**config.mk**
```make
export PLATFORM = sky130hd
export DESIGN_NAME = sar_adc_ctrl
export DESIGN_NICKNAME = d
export VERILOG_FILES = /design/src/rtl/sar_adc_pkg.sv /design/src/rtl/rise_detect.sv /design/src/rtl/sar_adc_ctrl.sv
export SDC_FILE = /design/constraint.sdc
export NUM_CORES = 1
export LEC_CHECK = 0
export ABC_AREA = 1
export CAP_MARGIN = 20
export CORE_MARGIN = 10
export CORE_UTILIZATION = 47
export CTS_CLUSTER_SIZE = 16
export DETAILED_ROUTE_END_ITERATION = 16
export PLACE_DENSITY_LB_ADDON = 0.3
export SYNTH_ARGS = -nofsm -noshare
export SYNTH_HDL_FRONTEND = slang
export SYNTH_SLANG_ARGS = --single-unit
```
**constraint.sdc**
```tcl
create_clock -name clk -period 1.8 [get_ports clk]
set_clock_uncertainty 0.05 [all_clocks]
set_input_delay 0.27 -clock clk [delete_from_list [all_inputs] [get_ports clk]]
set_output_delay 0.27 -clock clk [all_outputs]
set_load 0.02 [all_outputs]
```
**src/rtl/sar_adc_pkg.sv**
```systemverilog
`default_nettype none
// +----------------------------------------------------------------------------+
// | sar_adc_pkg                                                                |
// | Shared state encoding and default sizing for the SAR ADC controller.       |
// | Revision: 1.0 - initial release                                            |
// +----------------------------------------------------------------------------+
package sar_adc_pkg;

  typedef enum logic [1:0] {
    IDLE   = 2'd0,
    SAMPLE = 2'd1,
    BIT    = 2'd2,
    DONE   = 2'd3
  } state_t;

  localparam int c_def_n_bits        = 8;
  localparam int c_def_sample_cycles = 4;
  localparam int c_def_settle_cycles = 2;

  function automatic int max_int(input int a, input int b);
    return (a > b) ? a : b;
  endfunction

endpackage
`default_nettype wire

```
**src/rtl/rise_detect.sv**
```systemverilog
`default_nettype none
// +----------------------------------------------------------------------------+
// | rise_detect                                                                |
// | Registered-history rising-edge detector; one-cycle strobe on 0->1.         |
// | Revision: 1.0 - initial release                                            |
// +----------------------------------------------------------------------------+
module rise_detect (
  input  logic clk,
  input  logic reset,
  input  logic level,
  output logic rise
);

  logic r_level_q;

  always_ff @(posedge clk) begin
    if (reset) begin
      r_level_q <= 1'b0;
    end else begin
      r_level_q <= level;
    end
  end

  assign rise = level & ~r_level_q;

endmodule
`default_nettype wire

```
**src/rtl/sar_adc_ctrl.sv**
```systemverilog
`default_nettype none
// +----------------------------------------------------------------------------+
// | sar_adc_ctrl                                                               |
// | SAR conversion sequencer: track/hold, binary search on the DAC trial code, |
// | result delivery on valid/ready with a sticky overrun flag.                 |
// | Revision: 1.0 - initial release                                            |
// +----------------------------------------------------------------------------+
module sar_adc_ctrl
  import sar_adc_pkg::*;
#(
  parameter int N_BITS        = c_def_n_bits,
  parameter int SAMPLE_CYCLES = c_def_sample_cycles,
  parameter int SETTLE_CYCLES = c_def_settle_cycles
) (
  input  logic              clk,
  input  logic              reset,
  input  logic              sample_clk,
  input  logic              enable,
  input  logic              comp_in,
  output logic [N_BITS-1:0] dac_code,
  output logic              sample_hold,
  output logic              busy,
  output logic [N_BITS-1:0] result,
  output logic              result_valid,
  input  logic              result_ready,
  output logic              overrun,
  input  logic              overrun_clr
);

  localparam int c_ph_max = max_int(SAMPLE_CYCLES, SETTLE_CYCLES + 1);
  localparam int c_ph_w   = $clog2(c_ph_max + 1);
  localparam int c_bit_w  = (N_BITS > 1) ? $clog2(N_BITS) : 1;

  localparam logic [c_ph_w-1:0]  c_sample_last = c_ph_w'(SAMPLE_CYCLES - 1);
  localparam logic [c_ph_w-1:0]  c_settle_last = c_ph_w'(SETTLE_CYCLES);
  localparam logic [c_bit_w-1:0] c_bit_top     = c_bit_w'(N_BITS - 1);
  localparam logic [N_BITS-1:0]  c_msb         = N_BITS'(1) << (N_BITS - 1);

  state_t              r_state;
  state_t              w_state_next;
  logic [c_ph_w-1:0]   r_phase;
  logic [c_bit_w-1:0]  r_bit_idx;
  logic [N_BITS-1:0]   r_code;
  logic [N_BITS-1:0]   r_result;
  logic                r_valid;
  logic                r_overrun;

  logic                w_trigger;
  logic                w_busy;
  logic                w_sample_hold;
  logic                w_phase_last;
  logic                w_complete;
  logic                w_abort;
  logic                w_overrun_set;
  logic [N_BITS-1:0]   w_trial;
  logic [N_BITS-1:0]   w_decided;

  rise_detect u_rise (
    .clk   (clk),
    .reset (reset),
    .level (sample_clk),
    .rise  (w_trigger)
  );

  always_ff @(posedge clk) begin
    if (reset) begin
      r_state <= IDLE;
    end else begin
      r_state <= w_state_next;
    end
  end

  always_comb begin
    w_state_next  = r_state;
    w_busy        = 1'b0;
    w_sample_hold = 1'b0;
    w_phase_last  = 1'b0;
    case (r_state)
      IDLE: begin
        if (w_trigger && enable) w_state_next = SAMPLE;
      end
      SAMPLE: begin
        w_busy        = 1'b1;
        w_sample_hold = 1'b1;
        w_phase_last  = (r_phase == c_sample_last);
        if (!enable)           w_state_next = IDLE;
        else if (w_phase_last) w_state_next = BIT;
      end
      BIT: begin
        w_busy       = 1'b1;
        w_phase_last = (r_phase == c_settle_last);
        if (!enable)                                w_state_next = IDLE;
        else if (w_phase_last && r_bit_idx == '0)   w_state_next = DONE;
      end
      DONE: begin
        w_state_next = IDLE;
      end
      default: begin
        w_state_next = IDLE;
      end
    endcase
  end

  // Trial bit is kept only if the comparator says Vin is at or above the trial level.
  assign w_trial       = N_BITS'(1) << r_bit_idx;
  assign w_decided     = comp_in ? r_code : (r_code & ~w_trial);
  assign w_abort       = w_busy && !enable;
  assign w_complete    = (r_state == BIT) && enable && w_phase_last && (r_bit_idx == '0);
  assign w_overrun_set = (w_complete && r_valid && !result_ready) ||
                         (w_trigger && enable && (r_state != IDLE));

  always_ff @(posedge clk) begin
    if (reset) begin
      r_phase   <= '0;
      r_bit_idx <= '0;
      r_code    <= '0;
      r_result  <= '0;
      r_valid   <= 1'b0;
      r_overrun <= 1'b0;
    end else begin
      if ((w_state_next != r_state) || w_phase_last) begin
        r_phase <= '0;
      end else if (w_busy) begin
        r_phase <= r_phase + c_ph_w'(1);
      end

      case (r_state)
        SAMPLE: begin
          if (enable && w_phase_last) begin
            r_code    <= c_msb;
            r_bit_idx <= c_bit_top;
          end
        end
        BIT: begin
          if (enable && w_phase_last) begin
            if (r_bit_idx == '0) begin
              r_code <= '0;
            end else begin
              r_code    <= w_decided | (w_trial >> 1);
              r_bit_idx <= r_bit_idx - c_bit_w'(1);
            end
          end
        end
        default: begin
          r_code <= '0;
        end
      endcase
      if (w_abort) r_code <= '0;

      // A completion loads the new code even if the old one is still pending.
      if (w_complete) begin
        r_result <= w_decided;
        r_valid  <= 1'b1;
      end else if (r_valid && result_ready) begin
        r_valid <= 1'b0;
      end

      if (w_overrun_set) begin
        r_overrun <= 1'b1;
      end else if (overrun_clr) begin
        r_overrun <= 1'b0;
      end
    end
  end

  assign dac_code     = r_code;
  assign sample_hold  = w_sample_hold;
  assign busy         = w_busy;
  assign result       = r_result;
  assign result_valid = r_valid;
  assign overrun      = r_overrun;

endmodule
`default_nettype wire

```
# After elaboration in Yosys (flattened, before gate mapping)

Index checks and enable logic that the tools add are counted.
Widths: inputs -> output; s select.

Equal/unequal tests: 9
Reduce and logical (&&, ||, !) cells: 26
Shifts and indexed selects: 1
Mux-type cells: 22
Bitwise logic cells: 5
Add/sub/neg operators: 2

Operators by type and width:

| cell                | count |
|---|---|
| $mux 8              | 4 |
| $pmux 8 s2          | 1 |
| $logic_and 1x1->1   | 11 |
| $mux 2              | 5 |
| $mux 3              | 3 |
| $and 8x8->8         | 1 |
| $not 8->8           | 1 |
| $or 8x7->8          | 1 |
| $pmux 2 s4          | 1 |
| $reduce_bool 2->1   | 4 |
| $shl 1x3->8 const A | 1 |
| $eq 3x2->1 const B  | 2 |
| $mux 1              | 6 |
| $pmux 3 s2          | 1 |
| $reduce_or 2->1     | 3 |
| $eq 2x2->1 const B  | 2 |
| $ne 2x2->1 const B  | 2 |
| $reduce_and 4->1    | 1 |
| $add 3x1->3 const B | 1 |
| $logic_not 3->1     | 1 |
| $sub 3x1->3 const B | 1 |
| $eq 2x1->1 const B  | 1 |
| $logic_not 1->1     | 2 |
| $logic_not 2->1     | 1 |
| 7 further kinds     | 8 |

Register bits: 27
Bits of input ports: 7
Word-level logic and storage cells: 73
Output and inout bits: 20

# Logic depth before layout (Yosys ltp)

Gate-level depths: netlist of run 1.

Depth after elaboration: 8
Gate-level depth with buffers: 13
Depth with buffers taken out: 13

# Hierarchy

Synthesis of run 1 repeated with hierarchy kept, for this count alone.

Cells, all modules: 199
Area total of the unflattened synthesis: 1457.6 µm²

By module, submodules not included:

| module       | area an instance (µm²) | sequential area each (µm²) | instances | cells each |
|---|---|---|---|---|
| sar_adc_ctrl | 1426.4                 | 520.5                      | 1         | 195 |
| rise_detect  | 31.3                   | 20.0                       | 1         | 4 |

# Worst setup path before layout of run 1

OpenSTA, ideal clock, no wires.

Path type: reg-to-reg
Start: reg r_state[1]
End: reg r_result[7], in the netlist result[7]
Path buffers: 1
Setup time: 0.066 ns
Path slack: -0.005 ns
Stages on the path, launching flop included: 12
Period minus slack after synthesis: 1.805 ns
Arrival: 1.689 ns
Required time: 1.684 ns
Cells stage by stage: dfxtp_1 > inv_1 > ha_1 > nand2_1 > inv_1 > nand2_2 > nand2_2 > nand2_4 > nor2_4 > buf_8 > nand2_2 > a21oi_2

Word-level cells in the longest chain between the ends: 4
Elaborated cells between the ends (all ways): 6
Those cells by class: eq/ne: 2; mux: 1; reduce/logical: 3

Ends and longest elaborated chain:

| element                                         | RTL line                                | source |
|---|---|---|
| start: declaration                              | sar_adc_ctrl.sv:39                      | `state_t r_state;` |
| start signal: assignment                        | sar_adc_ctrl.sv:69                      | `r_state <= w_state_next;` |
| $eq 2x2->1 or $eq 2x1->1 (tied branches)        | sar_adc_ctrl.sv:78, sar_adc_ctrl.sv:108 |  |
| $pmux 1 s2 or $logic_and 1x1->1 (tied branches) | sar_adc_ctrl.sv:78, sar_adc_ctrl.sv:108 |  |
| $logic_and 1x1->1 * (2 in a row)                | sar_adc_ctrl.sv:108                     | `assign w_complete = (r_state == BIT) && enable && w_phase_last && (r_bit_idx == '0);` |
| end signal: assignment                          | sar_adc_ctrl.sv:152                     | `r_result <= w_decided;` |
| end: declaration                                | sar_adc_ctrl.sv:44                      | `logic [N_BITS-1:0] r_result;` |

Mark *: on every way between the ends. The rest lies on a longest branch, timed or not.
A chain may end at the register's enable or synchronous reset.

# Worst setup path after layout of run 1

Start: reg r_state[0]
End: out busy

Word-level cells in the longest chain between the ends: 3
Elaborated cells between the ends (all ways): 4
Those cells by class: eq/ne: 2; mux: 1; reduce/logical: 1

Ends and longest elaborated chain:

| element                                  | RTL line           | source |
|---|---|---|
| $eq 2x2->1 or $eq 2x1->1 (tied branches) | sar_adc_ctrl.sv:78 | `case (r_state)` |
| $reduce_or 2->1 (no source line) *       | n/a                |  |
| $mux 1 *                                 | sar_adc_ctrl.sv:78 |  |
| end: declaration                         | sar_adc_ctrl.sv:22 | `output logic busy,` |

Marks and branches as above.

==> qor.yml, run 1 <==
grt_max_degree: 17
drt_first_pass_iters: 4
cts_tree: "done"
maxCapViolCount: 0
fin_ws_ns: 0.0965
ir_drop_mv: 1.26
relSlewSlack: 0.770
critPathRequiredTime_ns: 1.48
cts.clk_slew.worst_paths_ns: 0.15
num_antenna_cells: 0
report.power.total_mw: 2.21
die_h_um: 76.8
fill_cells: 295
drc_errors: 0
avgSynthCellArea_um2: 7.26
ys_warn_count: 0
wirelength_mm: 3.65
hold_viol: 0
fmax_ghz: 0.587
die_w_um: 76.8
nets: 270
slowest_delay_ns: 0.35
antenna_found_initial: 0
slew_viol_final: 0
cp-start-kind: "flip-flop"
synth_cell_types: 29
via_per_inst: 4.98
setup-violations-final: 0
gp_congestion: 0.869
portBuffers: 26
critPathKind: "flip-flop to primary output"
drt_iter0_drc: 107
core_area_um2: 3080
cp.arrival_ns: 1.38
synth_mux_area_frac: 0
start_util: 0.493
die-area_um2: 5900
tightestPinTransition_ns: 0.345
synthesis.nets: 227
synthAdderAreaFrac: 0.0908
reg2reg_depth: 8
htreeDepth: 1
fin_crit_sh: 0.946
final_common_cell: "nand2_1"
cp.depth: 3
yosys.area_share.simple: 0.302
cts_root_buf: "clkbuf_4"
cp_num_buf_inv: 2
synth_top_family_by_area: "simple AND/OR/NAND/NOR gates"
drive_gt1_frac: 0.195
synthCells: 209
ys_seq_area_frac: 0.356
crit_slowest_cell: "dfxtp_1"
postCtsHoldBufs: 0
cp_max_fo: 5
async_flop_share: 0
postLayoutCellArea_um2: 2010
cts_made_buffers: 3
grt_use_total: 0.114
grt_pass1_wl_mm: 5.87
synth-xor-area-share: 0.0116
via_count: 1470
hold_slack_ns: 0.400
clock-sinks: 27
first_global_vias: 1369
hpwlAfterDp_mm: 2.68
layout_common_cells: "42 x nand2_1, 24 x inv_1, 24 x dfxtp_1, 24 x clkdlybuf4s50_1, 21 x nand3_1"
clockBufferDepth: 2
synth-seq-cells: 27
ios: 27
p_leak_nw: 0.872
place_worst_setup_slack_ns: -0.0161
worstHoldPathType: "primary input to flip-flop"
fin_tns_setup_ns: 0
synth-compound-area-share: 0.140
timing.final.crit_period_ns: 1.70
final_antenna_net_count: 0
powerDensity_nw_per_um2: 1100
synth_ff_type: "dfxtp_1"
dpl_cell_area_um2: 1880
path_cells: "inv_1, ha_4, clkdlybuf4s15_1"
netlist_area_um2: 1520
areaGrowthSynthToFinish_pct: 32.4
detail_route.wl_per_cell_um: 12.4
cp-end-kind: "primary output"
status: "finished, final reports clean"
num_rows: 20
overflow: 0
holdPathStages: 3
clkLatencyLatePin_ns: 0.35
path_delay_family: "buffers and inverters"
synth_edf_count: 0
[logic make-up (layout without fill, tap and decap cells)]
kind of cell               count (synthesis)  after routing
buffers and inverters                     33             75
adders and majority gates                 11             11
xor gates and xnor gates                   2              2
DFF                                       27             27
AOI/OAI and AO/OA                         39             39
and+or+nand+nor                           97             97
[report_power, final]
part           switching [mW]  leakage, nW  internal [mW]  total, mW
clock network           0.203       0.0139         0.0853      0.289
logic                   0.720        0.638          0.512       1.23
registers              0.0321        0.220          0.654      0.686
total                   0.955        0.872           1.25       2.21
[sequential cells by signal, indices dropped and copies added, names as in the netlist]
| signal | count |
|---|---|
| dac_code | 8 |
| result | 8 |
| r_bit_idx | 3 |
| r_phase | 3 |
| r_state | 2 |
| overrun | 1 |
| result_valid | 1 |
| u_rise.r_level_q | 1 |
[per-layer routing]
layer / vias to the layer above / track usage / share of wire
met3: 7 / 0.0291 / 0.047
met5: - / 0 / 0
met4: 0 / 0.0279 / 0.016
li1: 757 / - / -
met1: 660 / 0.135 / 0.44
met2: 46 / 0.200 / 0.50
[final cells by class]
| class | instances | area, um2 | area share |
|---|---|---|---|
| Clock buffer | 3 | 22.5 | 0.0112 |
| Clock inverter | 1 | 7.51 | 0.00374 |
| Inverter | 27 | 101 | 0.0505 |
| Multi-Input combinational cell | 149 | 871 | 0.434 |
| Sequential cell | 27 | 544 | 0.271 |
| Tap cell | 44 | 55.1 | 0.0274 |
| Timing Repair Buffer | 44 | 407 | 0.202 |
[synth_stat cells, types with 2 or more instances]
cell type  number  area share
a21oi_1        15       0.050
nand2_1        42        0.10
nor3_1          2      0.0066
ha_1           11       0.091
o21ai_0        17       0.056
nor2_1         16       0.040
nand4_1         2      0.0082
nor2_4          2       0.015
inv_1          26       0.064
dfxtp_1        27        0.36
nand2_2         6       0.025
a21oi_2         3       0.017
nand3_1        22       0.073
buf_2           3      0.0099
[worst min-delay path, cell delays in order]
cell	delay [ns]
clkdlybuf4s50_1	0.39
inv_1	0.07
nor2_1	0.04
[timing repair]
action,CTS,global route
pin swaps,1,7
gates resized for setup,3,14
buffers inserted,2,3
endpoints found under the setup margin,10,24
[metrics by stage]
stage | std cells | utilization
finish | 295 | 0.652
global route | 295 | 0.652
CTS | 292 | 0.630
detailed placement | 286 | 0.612
global placement | 286 | 0.612
floorplan | 209 | -
[path summary, 6_finish.rpt]
check	from	end	slack, ns
worst min register to register	result[7]$_SDFFE_PP0P_	result[7]$_SDFFE_PP0P_	0.44
worst max register to register	r_state[0]$_SDFF_PP0_	r_bit_idx[1]$_SDFFE_PP0P_	0.1
worst max-delay path	r_state[0]$_SDFF_PP0_	busy	0.1
worst min-delay path	sample_clk	u_rise.r_level_q$_SDFF_PP0_	0.40
Note: power is estimated with default switching activity, not from simulation.
==> inputs of run 2 (changes only) <==
--- a/config.mk
+++ b/config.mk
@@ -6,8 +6,6 @@
 export NUM_CORES = 1
 export LEC_CHECK = 0
 export ABC_AREA = 1
-export CAP_MARGIN = 20
-export CORE_MARGIN = 10
 export CORE_UTILIZATION = 47
 export CTS_CLUSTER_SIZE = 16
 export DETAILED_ROUTE_END_ITERATION = 16
==> qor.yml, run 2 (synthesized netlist as in run 1, its figures left out) <==
status: "finished, final reports clean"  # unchanged
critPathKind: "flip-flop to flip-flop"  # was flip-flop to primary output
cts_made_buffers: 3  # unchanged
htreeDepth: 1  # unchanged
die_h_um: 58.8  # was 76.8 um
final_antenna_net_count: 0  # unchanged
worstHoldPathType: "primary input to flip-flop"  # unchanged
hold_viol: 0  # unchanged
dpl.cell_count: 285  # was 286
wl_met3_um: 133  # was 173 um
cp.arrival_ns: 1.90  # was 1.38 ns
drive_gt1_frac: 0.176  # was 0.195
met2_length_mm: 1.73  # was 1.81 mm
postCtsHoldBufs: 0  # unchanged
cts_root_buf: "clkbuf_4"  # unchanged
fmax_ghz: 0.586  # was 0.587 GHz
via_count: 1500  # was 1,470
final_common_cell: "nand2_1"  # unchanged
crit_slowest_cell: "dfxtp_1"  # unchanged
r2r_slack_ns: 0.09  # was 0.1 ns
path_cells: "inv_1, ha_1, inv_1, nor2_4, nand2_1, nand4_1, o21ai_0, nor2_1"  # was inv_1, ha_4, clkdlybuf4s15_1
drt_iter0_drc: 70  # was 107
num_antenna_cells: 0  # unchanged
areaGrowthSynthToFinish_pct: 32.3  # was 32.4%
antenna_found_initial: 0  # unchanged
via_per_inst: 5.10  # was 4.98
cts.clk_slew.worst_paths_ns: 0.15  # about the same
nets: 269  # was 270
fin_ws_ns: 0.0928  # was 0.0965 ns
overflow: 0  # unchanged
powerDensity_nw_per_um2: 1090  # was 1100 nW/um2
cp_max_fo: 6  # was 5
maxCapViolCount: 0  # unchanged
grt_max_degree: 17  # unchanged
ios: 27  # unchanged
clock-sinks: 27  # unchanged
final_cells: 294  # was 295
slowest_delay_ns: 0.41  # was 0.35 ns
cts_tree: "done"  # unchanged
fin_crit_sh: 0.948  # was 0.946
cp-start-kind: "flip-flop"  # unchanged
relSlewSlack: 0.776  # was 0.770
grt_use_total: 0.203  # was 0.114
slew_viol_final: 0  # unchanged
die_w_um: 58.8  # was 76.8 um
start_util: 0.497  # was 0.493
drc_errors: 0  # unchanged
clkLatencyLatePin_ns: 0.33  # was 0.35 ns
first_global_vias: 1326  # was 1,369
core_area_um2: 3050  # was 3080 um2
drt-met1-wl_mm: 1.52  # was 1.61 mm
path_common_cell: "inv_1"
timing.final.crit_period_ns: 1.71  # was 1.70 ns
die-area_um2: 3460  # was 5900 um2
detail_route.wl_per_cell_um: 11.7  # was 12.4 um
path_delay_family: "simple AND/OR/NAND/NOR gates"  # was buffers and inverters
critPathRequiredTime_ns: 2.00  # was 1.48 ns
hpwlAfterDp_mm: 2.47  # was 2.68 mm
p_leak_nw: 0.878  # was 0.872 nW
drt_first_pass_iters: 4  # unchanged
cp-end-kind: "flip-flop"  # was primary output
gp_congestion: 0.907  # was 0.869
wirelength_mm: 3.45  # was 3.65 mm
layout_common_cells: "42 x nand2_1, 25 x dfxtp_1, 24 x inv_1, 24 x clkdlybuf4s50_1, 22 x nand3_1"  # was 42 x nand2_1, 24 x inv_1, 24 x dfxtp_1, 24 x clkdlybuf4s50_1, 21 x nand3_1
grt_pass1_wl_mm: 5.44  # was 5.87 mm
setup-violations-final: 0  # unchanged
num_rows: 20  # unchanged
ir_drop_mv: 1.18  # was 1.26 mV
hold_slack_ns: 0.408  # was 0.400 ns
highest_layer: "met4"  # unchanged
place_worst_setup_slack_ns: -0.0101  # was -0.0161 ns
tightestPinTransition_ns: 0.336  # was 0.345 ns
cp_num_buf_inv: 2  # unchanged
clockBufferDepth: 2  # unchanged
portBuffers: 26  # unchanged
[run 2: changes by cell type in the layout (fill, tap and decap cells not counted), sizes merged]
| cell | change |
|---|---|
| buf | -2 |
| clkinv | +1 |
| clkinvlp | -1 |
| clkbuf | +1 |
| clkdlybuf4s15 | -1 |
| dlygate4sd2 | +1 |
[run 2: layout make-up]
class,instances,area [um2]
Timing Repair Buffer,43,415
Clock inverter,1,5.00
Inverter,27,101
Fill cell,273,1050
Sequential cell,27,543
Multi-Input combinational cell,149,863
Clock buffer,3,22.5
Tap cell,44,55.1
[run 2: path summary, 6_finish.rpt]
kind	startpoint	endpoint	cells after the start
max	r_bit_idx[0]$_SDFFE_PP0P_	r_bit_idx[1]$_SDFFE_PP0P_	8
min	sample_clk	u_rise.r_level_q$_SDFF_PP0_	3
max reg2reg	r_bit_idx[0]$_SDFFE_PP0P_	r_bit_idx[1]$_SDFFE_PP0P_	8
min reg2reg	result[7]$_SDFFE_PP0P_	result[7]$_SDFFE_PP0P_	2
[run 2: per-layer routing]
layer / global-route usage / vias to the layer above
met5: 0 / -
met1: 0.242 / 693
li1: - / 759
met4: 0.0544 / 0
met3: 0.0505 / 8
met2: 0.360 / 40
[run 2: stage by stage]
stage	setup TNS (ns)	utilization	total power, mW	area (um2)
2_1_floorplan	0	-	1.44	1520
3_3_place_gp	0	0.614	1.79	1880
3_5_place_dp	-0.0311	0.614	1.81	1880
4_1_cts	0	0.629	2.05	1920
5_1_grt	-0.0505	0.657	2.37	2010
6_report	0	0.657	2.18	2010
[run 2: report_power, final]
group	internal, mW	total, mW	leakage [nW]	switching, mW
logic	0.508	1.22	0.641	0.710
registers	0.656	0.691	0.219	0.0345
clock network	0.0836	0.271	0.0177	0.187
[run 2: repair_timing]
| action | 4_1_cts | 5_1_grt |
|---|---|---|
| cloned | 0 | 1 |
| gates resized for setup | 2 | 9 |
| pin swaps | 1 | 4 |
| endpoints found under the setup margin | 11 | 26 |
| buffers inserted | 1 | 3 |
[run 2: worst register-to-register path, cell delays in order, from the launching register on]
cell,delay [ns]
dfxtp_1,0.41
inv_1,0.08
ha_1,0.21
inv_1,0.13
nor2_4,0.07
nand2_1,0.14
nand4_1,0.26
o21ai_0,0.23
nor2_1,0.05
==> RTL edit 1: new RTL, flow settings as in run 1 <==
The 4 states of `state_t` get a one-hot encoding in 4 bits.
--- a/src/rtl/sar_adc_pkg.sv
+++ b/src/rtl/sar_adc_pkg.sv
@@ -6,11 +6,11 @@
 // +----------------------------------------------------------------------------+
 package sar_adc_pkg;
 
-  typedef enum logic [1:0] {
-    IDLE   = 2'd0,
-    SAMPLE = 2'd1,
-    BIT    = 2'd2,
-    DONE   = 2'd3
+  typedef enum logic [3:0] {
+    IDLE   = 4'b0001,
+    SAMPLE = 4'b0010,
+    BIT    = 4'b0100,
+    DONE   = 4'b1000
   } state_t;
 
   localparam int c_def_n_bits        = 8;
Behaviour: no difference found for any inputs over 10 cycles, from zero or initial values and one cycle with reset high; not proved beyond that.
==> RTL edit 1 against run 1 <==
Hold slack better by 0.013 ns; worst setup slack better by 0.018 ns; design area down 1.1%; area after synthesis up 1.1%; highest routed layer unchanged; global-route usage up 1.6 points; register-to-register slack better by 0.07 ns; wire length up 3.0%; final cell count down 1.0%; sequential cell count up 2; non-clock buffer count down 7; utilization down 0.69 points.
Power is not compared: it rests on default switching activity, and its combinational part moved more than twofold at a synthesized area within 25%.
==> RTL edit 1: results (changes against run 1) <==
STA
  • Final hold slack: 0.413 ns (was 0.400 ns)
  • Setup ws final: 0.115 ns (was 0.0965 ns)

Cells and area
  • Layout cells sized above 1: 0.177 (was 0.195)
  • Layout Utilization: 0.646 (was 0.652)
  • Sequential cell count: 29 (was 27)
  • CLK BUF: 5 (was 3)
  • Final net count: 262 (was 270)
  • Bufs w/o clock: 37 (was 44)
  • Comb_multi_in: 143 (was 149)
  • Register share of the cell area: 0.294 (was 0.271)
  • NonClk Buf Share: 0.174 (was 0.202)
  • Signal inverters: 31 (was 27)
  • Multi-input gate area: 828 um2 (was 871 um2)
  • Clock-cell share: 0.0277 (was 0.0150)
  • Post-route insts no fill: 292 (was 295)

Placed design
  • Final GP Congestion: 0.857 (was 0.869)
  • Dpl hpwl: 2.91 mm (was 2.68 mm)
  • Inst Count DP: 284 (was 286)
  • Pre-CTS WS: 0.0273 ns (was -0.0161 ns)
  • DP Area: 1930 um2 (was 1880 um2)

Worst setup path
  • Critical path destination: dac_code[6] (was busy)
  • R2R cell count: 9 (was 8)
  • Reg2Reg Launch Point: r_phase[0] (was r_state[0])
  • Critical path origin: dac_code[6] (was r_state[0])
  • Worst path slowest cell: clkdlybuf4s50_1 (was dfxtp_1)
  • FF-to-FF setup slack: 0.17 ns (was 0.1 ns)
  • CP Max Fanout: 3 (was 5)
  • Reg-to-reg endpoint: dac_code[0] (was r_bit_idx[1])
  • Slowest cell delay on critical path: 0.64 ns (was 0.35 ns)

Status
  • Status: completed (unchanged)

GRT
  • Pin count of the biggest net entering global routing: 19 (was 17)
  • First-pass GRT wire length: 6.39 mm (was 5.87 mm)
  • Grt met2 use: 0.195 (was 0.200)
  • Overall routing resource usage: 0.130 (was 0.114)
  • Met1 GRT Util: 0.155 (was 0.135)
  • Vias in the first global route: 1370 (was 1369)

Drt
  • Metal-1 WL: 1.74 mm (was 1.61 mm)
  • Met2 Wirelength: 1.67 mm (was 1.81 mm)
  • Met3 routed WL: 289 um (was 173 um)
  • Via Count: 1474 (was 1470)
  • Wire length per cell: 12.9 um (was 12.4 um)

Clock network
  • # Post-CTS Setup Buffers: 0 (was 2)
  • H-tree depth: 2 (was 1)
  • CTS clk-pin slew, worst paths: 0.09 ns (was 0.15 ns)

Synth
  • Mapped Avg Cell Area: 7.48 um2 (was 7.26 um2)
  • Synth top cells by count: nand2_1 (35), dfxtp_1 (29), inv_1 (29) (was nand2_1 (42), dfxtp_1 (27), inv_1 (26))
  • Complex-gate fraction of the synthesized area: 0.159 (was 0.140)
  • Post-synthesis adder-cell area fraction: 0.0653 (was 0.0908)
  • Mapped Nets: 220 (was 227)
  • Synth Area in XOR/XNOR: 0.0114 (was 0.0116)

Power
  • Leakage power: 0.813 nW
RTL edit 1: changes by cell type in the layout (fill, tap and decap cells not counted), moves of 3 or more:
| cell | before | now |
|---|---|---|
| nor2_4 | 2 | 5 |
| a211oi_1 | 0 | 5 |
| inv_1 | 24 | 29 |
| a21oi_2 | 3 | 0 |
| nor2_2 | 1 | 4 |
| nand2_1 | 42 | 34 |
| buf_4 | 17 | 10 |
| o21ai_0 | 16 | 13 |
| nand3_1 | 21 | 18 |
RTL edit 1: power by group:
group / total [W] / switching [W] / internal (W)
registers: 0.000653 / 0.00000622 / 0.000646
logic: 0.0000904 / 0.0000557 / 0.0000347
clock network: 0.000389 / 0.000243 / 0.000147
RTL edit 1: repair_timing:
action,4_1_cts,5_1_grt
setup endpoints to repair,2,11
hold endpoints to repair,0,0
pin swaps,0,0
gates resized for setup,4,8
==> RTL edit 2: new RTL, config.mk and constraints of run 1 <==
Without the edit above. Set the package constant `c_def_settle_cycles` to 4 (it was 2).
--- a/src/rtl/sar_adc_pkg.sv
+++ b/src/rtl/sar_adc_pkg.sv
@@ -15,7 +15,7 @@
 
   localparam int c_def_n_bits        = 8;
   localparam int c_def_sample_cycles = 4;
-  localparam int c_def_settle_cycles = 2;
+  localparam int c_def_settle_cycles = 4;
 
   function automatic int max_int(input int a, input int b);
     return (a > b) ? a : b;
Formal check against the unedited RTL: not equivalent (Yosys sat finds a counterexample within 10 cycles, from zero or initial values and one cycle with reset high).
==> RTL edit 2 against run 1 <==
Design area grew 0.31%; first-iteration DRC count shrank 39%; wire length shrank 3.1%; area after synthesis grew 2.8%; power shrank 7.2%; die area grew 2.1%; sequential cell count is the same; worst setup slack is essentially flat.
==> RTL edit 2: results (changes against run 1) <==
Clock network
  • Clock buffer depth: 2 (unchanged)
  • Worst-Skew Late Latency: 0.33 ns (was 0.35 ns)

Cells and area
  • Fill cell count: 289 (was 295)
  • Layout cells sized above 1: 0.201 (was 0.195)
  • Post-route insts no fill: 293 (was 295)

Status
  • Status: completed (unchanged)

Synth
  • Synth top cells by count: nand2_1 (39), dfxtp_1 (27), inv_1 (24) (was nand2_1 (42), dfxtp_1 (27), inv_1 (26))
  • Top cells by area, synth: dfxtp_1 (35%), nand2_1 (9.4%), ha_1 (8.8%) (was dfxtp_1 (36%), nand2_1 (10%), ha_1 (9.1%))
  • Mapped Avg Cell Area: 7.46 um2 (was 7.26 um2)
  • Netlist cell types: 32 (was 29)
  • Seq/Total Area, Yosys: 0.347 (was 0.356)

GRT
  • Overall routing resource usage: 0.115 (was 0.114)
  • Pin count of the biggest net entering global routing: 17 (unchanged)
  • Vias in the first global route: 1309 (was 1369)
  • First-pass GRT wire length: 6.04 mm (was 5.87 mm)

STA
  • Least-Margin Pin Slew: 0.640 ns (was 0.345 ns)
  • Final hold slack: 0.423 ns (was 0.400 ns)

Placed design
  • Pre-CTS WS: 0.0127 ns (was -0.0161 ns)
  • DP Area: 1890 um2 (was 1880 um2)
  • Inst Count DP: 282 (was 286)
  • Final GP Congestion: 0.862 (was 0.869)
  • Dpl hpwl: 2.70 mm (was 2.68 mm)

Worst setup path
  • CP Max Fanout: 9 (was 5)
  • R2R cell count: 11 (was 8)
  • Worst path slowest cell: dfxtp_2 (was dfxtp_1)
  • CP arrival: 1.92 ns (was 1.38 ns)

Drt
  • Met3 routed WL: 248 um (was 173 um)
  • Wire length per cell: 12.1 um (was 12.4 um)
  • Via Count: 1444 (was 1470)
  • DRT iter0 DRCs: 65 (was 107)
  • Metal-1 WL: 1.65 mm (was 1.61 mm)
  • DR pass1 iterations: 4 (unchanged)

Power
  • NetSw: 0.000867 W (was 0.000955 W)
  • Leakage power: 0.878 nW (was 0.872 nW)
## RTL edit 2: cell count changes in the layout (fill, tap and decap cells not counted), sizes merged
cell    before  now
a21oi       18   19
buf         18   16
inv         27   25
nand2       49   47
nand3       22   21
nand3b       0    1
nor2        19   24
o21ai       18   15
o31ai        1    2
## RTL edit 2: cells by family (layout without fill, tap and decap cells)
group	after synthesis	count (layout)	synth area share
DFF	27	27	0.347
xor gates and xnor gates	2	2	0.0112
AOI/OAI and AO/OA	38	38	0.137
adders and majority gates	11	11	0.0883
buffers and inverters	31	71	0.0963
and+or+nand+nor	100	100	0.320
## RTL edit 2: final cells by class
| type | instances | area, um2 | area share |
|---|---|---|---|
| clock inverter | 1 | 7.51 | 0.00373 |
| multi-input combinational | 151 | 908 | 0.451 |
| sequential | 27 | 543 | 0.270 |
| tap | 44 | 55.1 | 0.0273 |
| timing repair buffer | 42 | 384 | 0.191 |
| inverter | 25 | 93.8 | 0.0466 |
| clock buffer | 3 | 22.5 | 0.0112 |
## RTL edit 2: worst max-delay path by stage
stage	startpoint	to	slack [ns]	cells past startpoint
after floorplan	r_state[1]	dac_code[7]	0.04	10
after CTS	r_state[1]	r_bit_idx[0]	-0.005	9
after detailed placement	r_state[1]	r_bit_idx[1]	0.01	9
after global placement	r_state[1]	r_bit_idx[1]	0.02	9
after global routing	r_state[0]	result[7]	-0.007	11
final	r_state[0]	result[7]	0.1	11
## RTL edit 2: metal layers
layer	global-route usage	vias to the layer above
met5	0	-
met4	0.0219	0
met3	0.0311	2
met2	0.184	36
met1	0.150	643
li1	-	763
## RTL edit 2: timing repair
action                     in CTS  in global routing
setup endpoints to repair       4                 24
hold buffers                    0                  0
setup buffers                   0                  7
pin swaps                       0                  5
cloned                          0                  0
resized for setup               5                 14
## RTL edit 2: worst max-delay path, delay by kind of cell, from the launching register on
kind                     cells  cell delay, ns
AO/OA/AOI/OAI                1            0.10
adder cells (fa/ha/maj)      1            0.32
flip-flops                   1            0.36
AND/OR/NAND/NOR              6            0.52
buffers and inverters        3            0.29
## RTL edit 2: per-stage QoR
stage / TNS [ns] / power, W
6_report: 0 / 0.00205
5_1_grt: -0.00736 / 0.00221
4_1_cts: -0.00732 / 0.00193
3_5_place_dp: 0 / 0.00168
3_3_place_gp: 0 / 0.00168
2_1_floorplan: 0 / 0.00139
## RTL edit 2: power by group through the flow
stage / combinational (W) / clock [W] / sequential (W)
after detailed placement: 0.000987 / 0 / 0.000690
final: 0.00110 / 0.000270 / 0.000682
after floorplan: 0.000677 / 0 / 0.000709
after CTS: 0.000979 / 0.000279 / 0.000677
after global routing: 0.00122 / 0.000303 / 0.000687
after global placement: 0.000987 / 0 / 0.000689
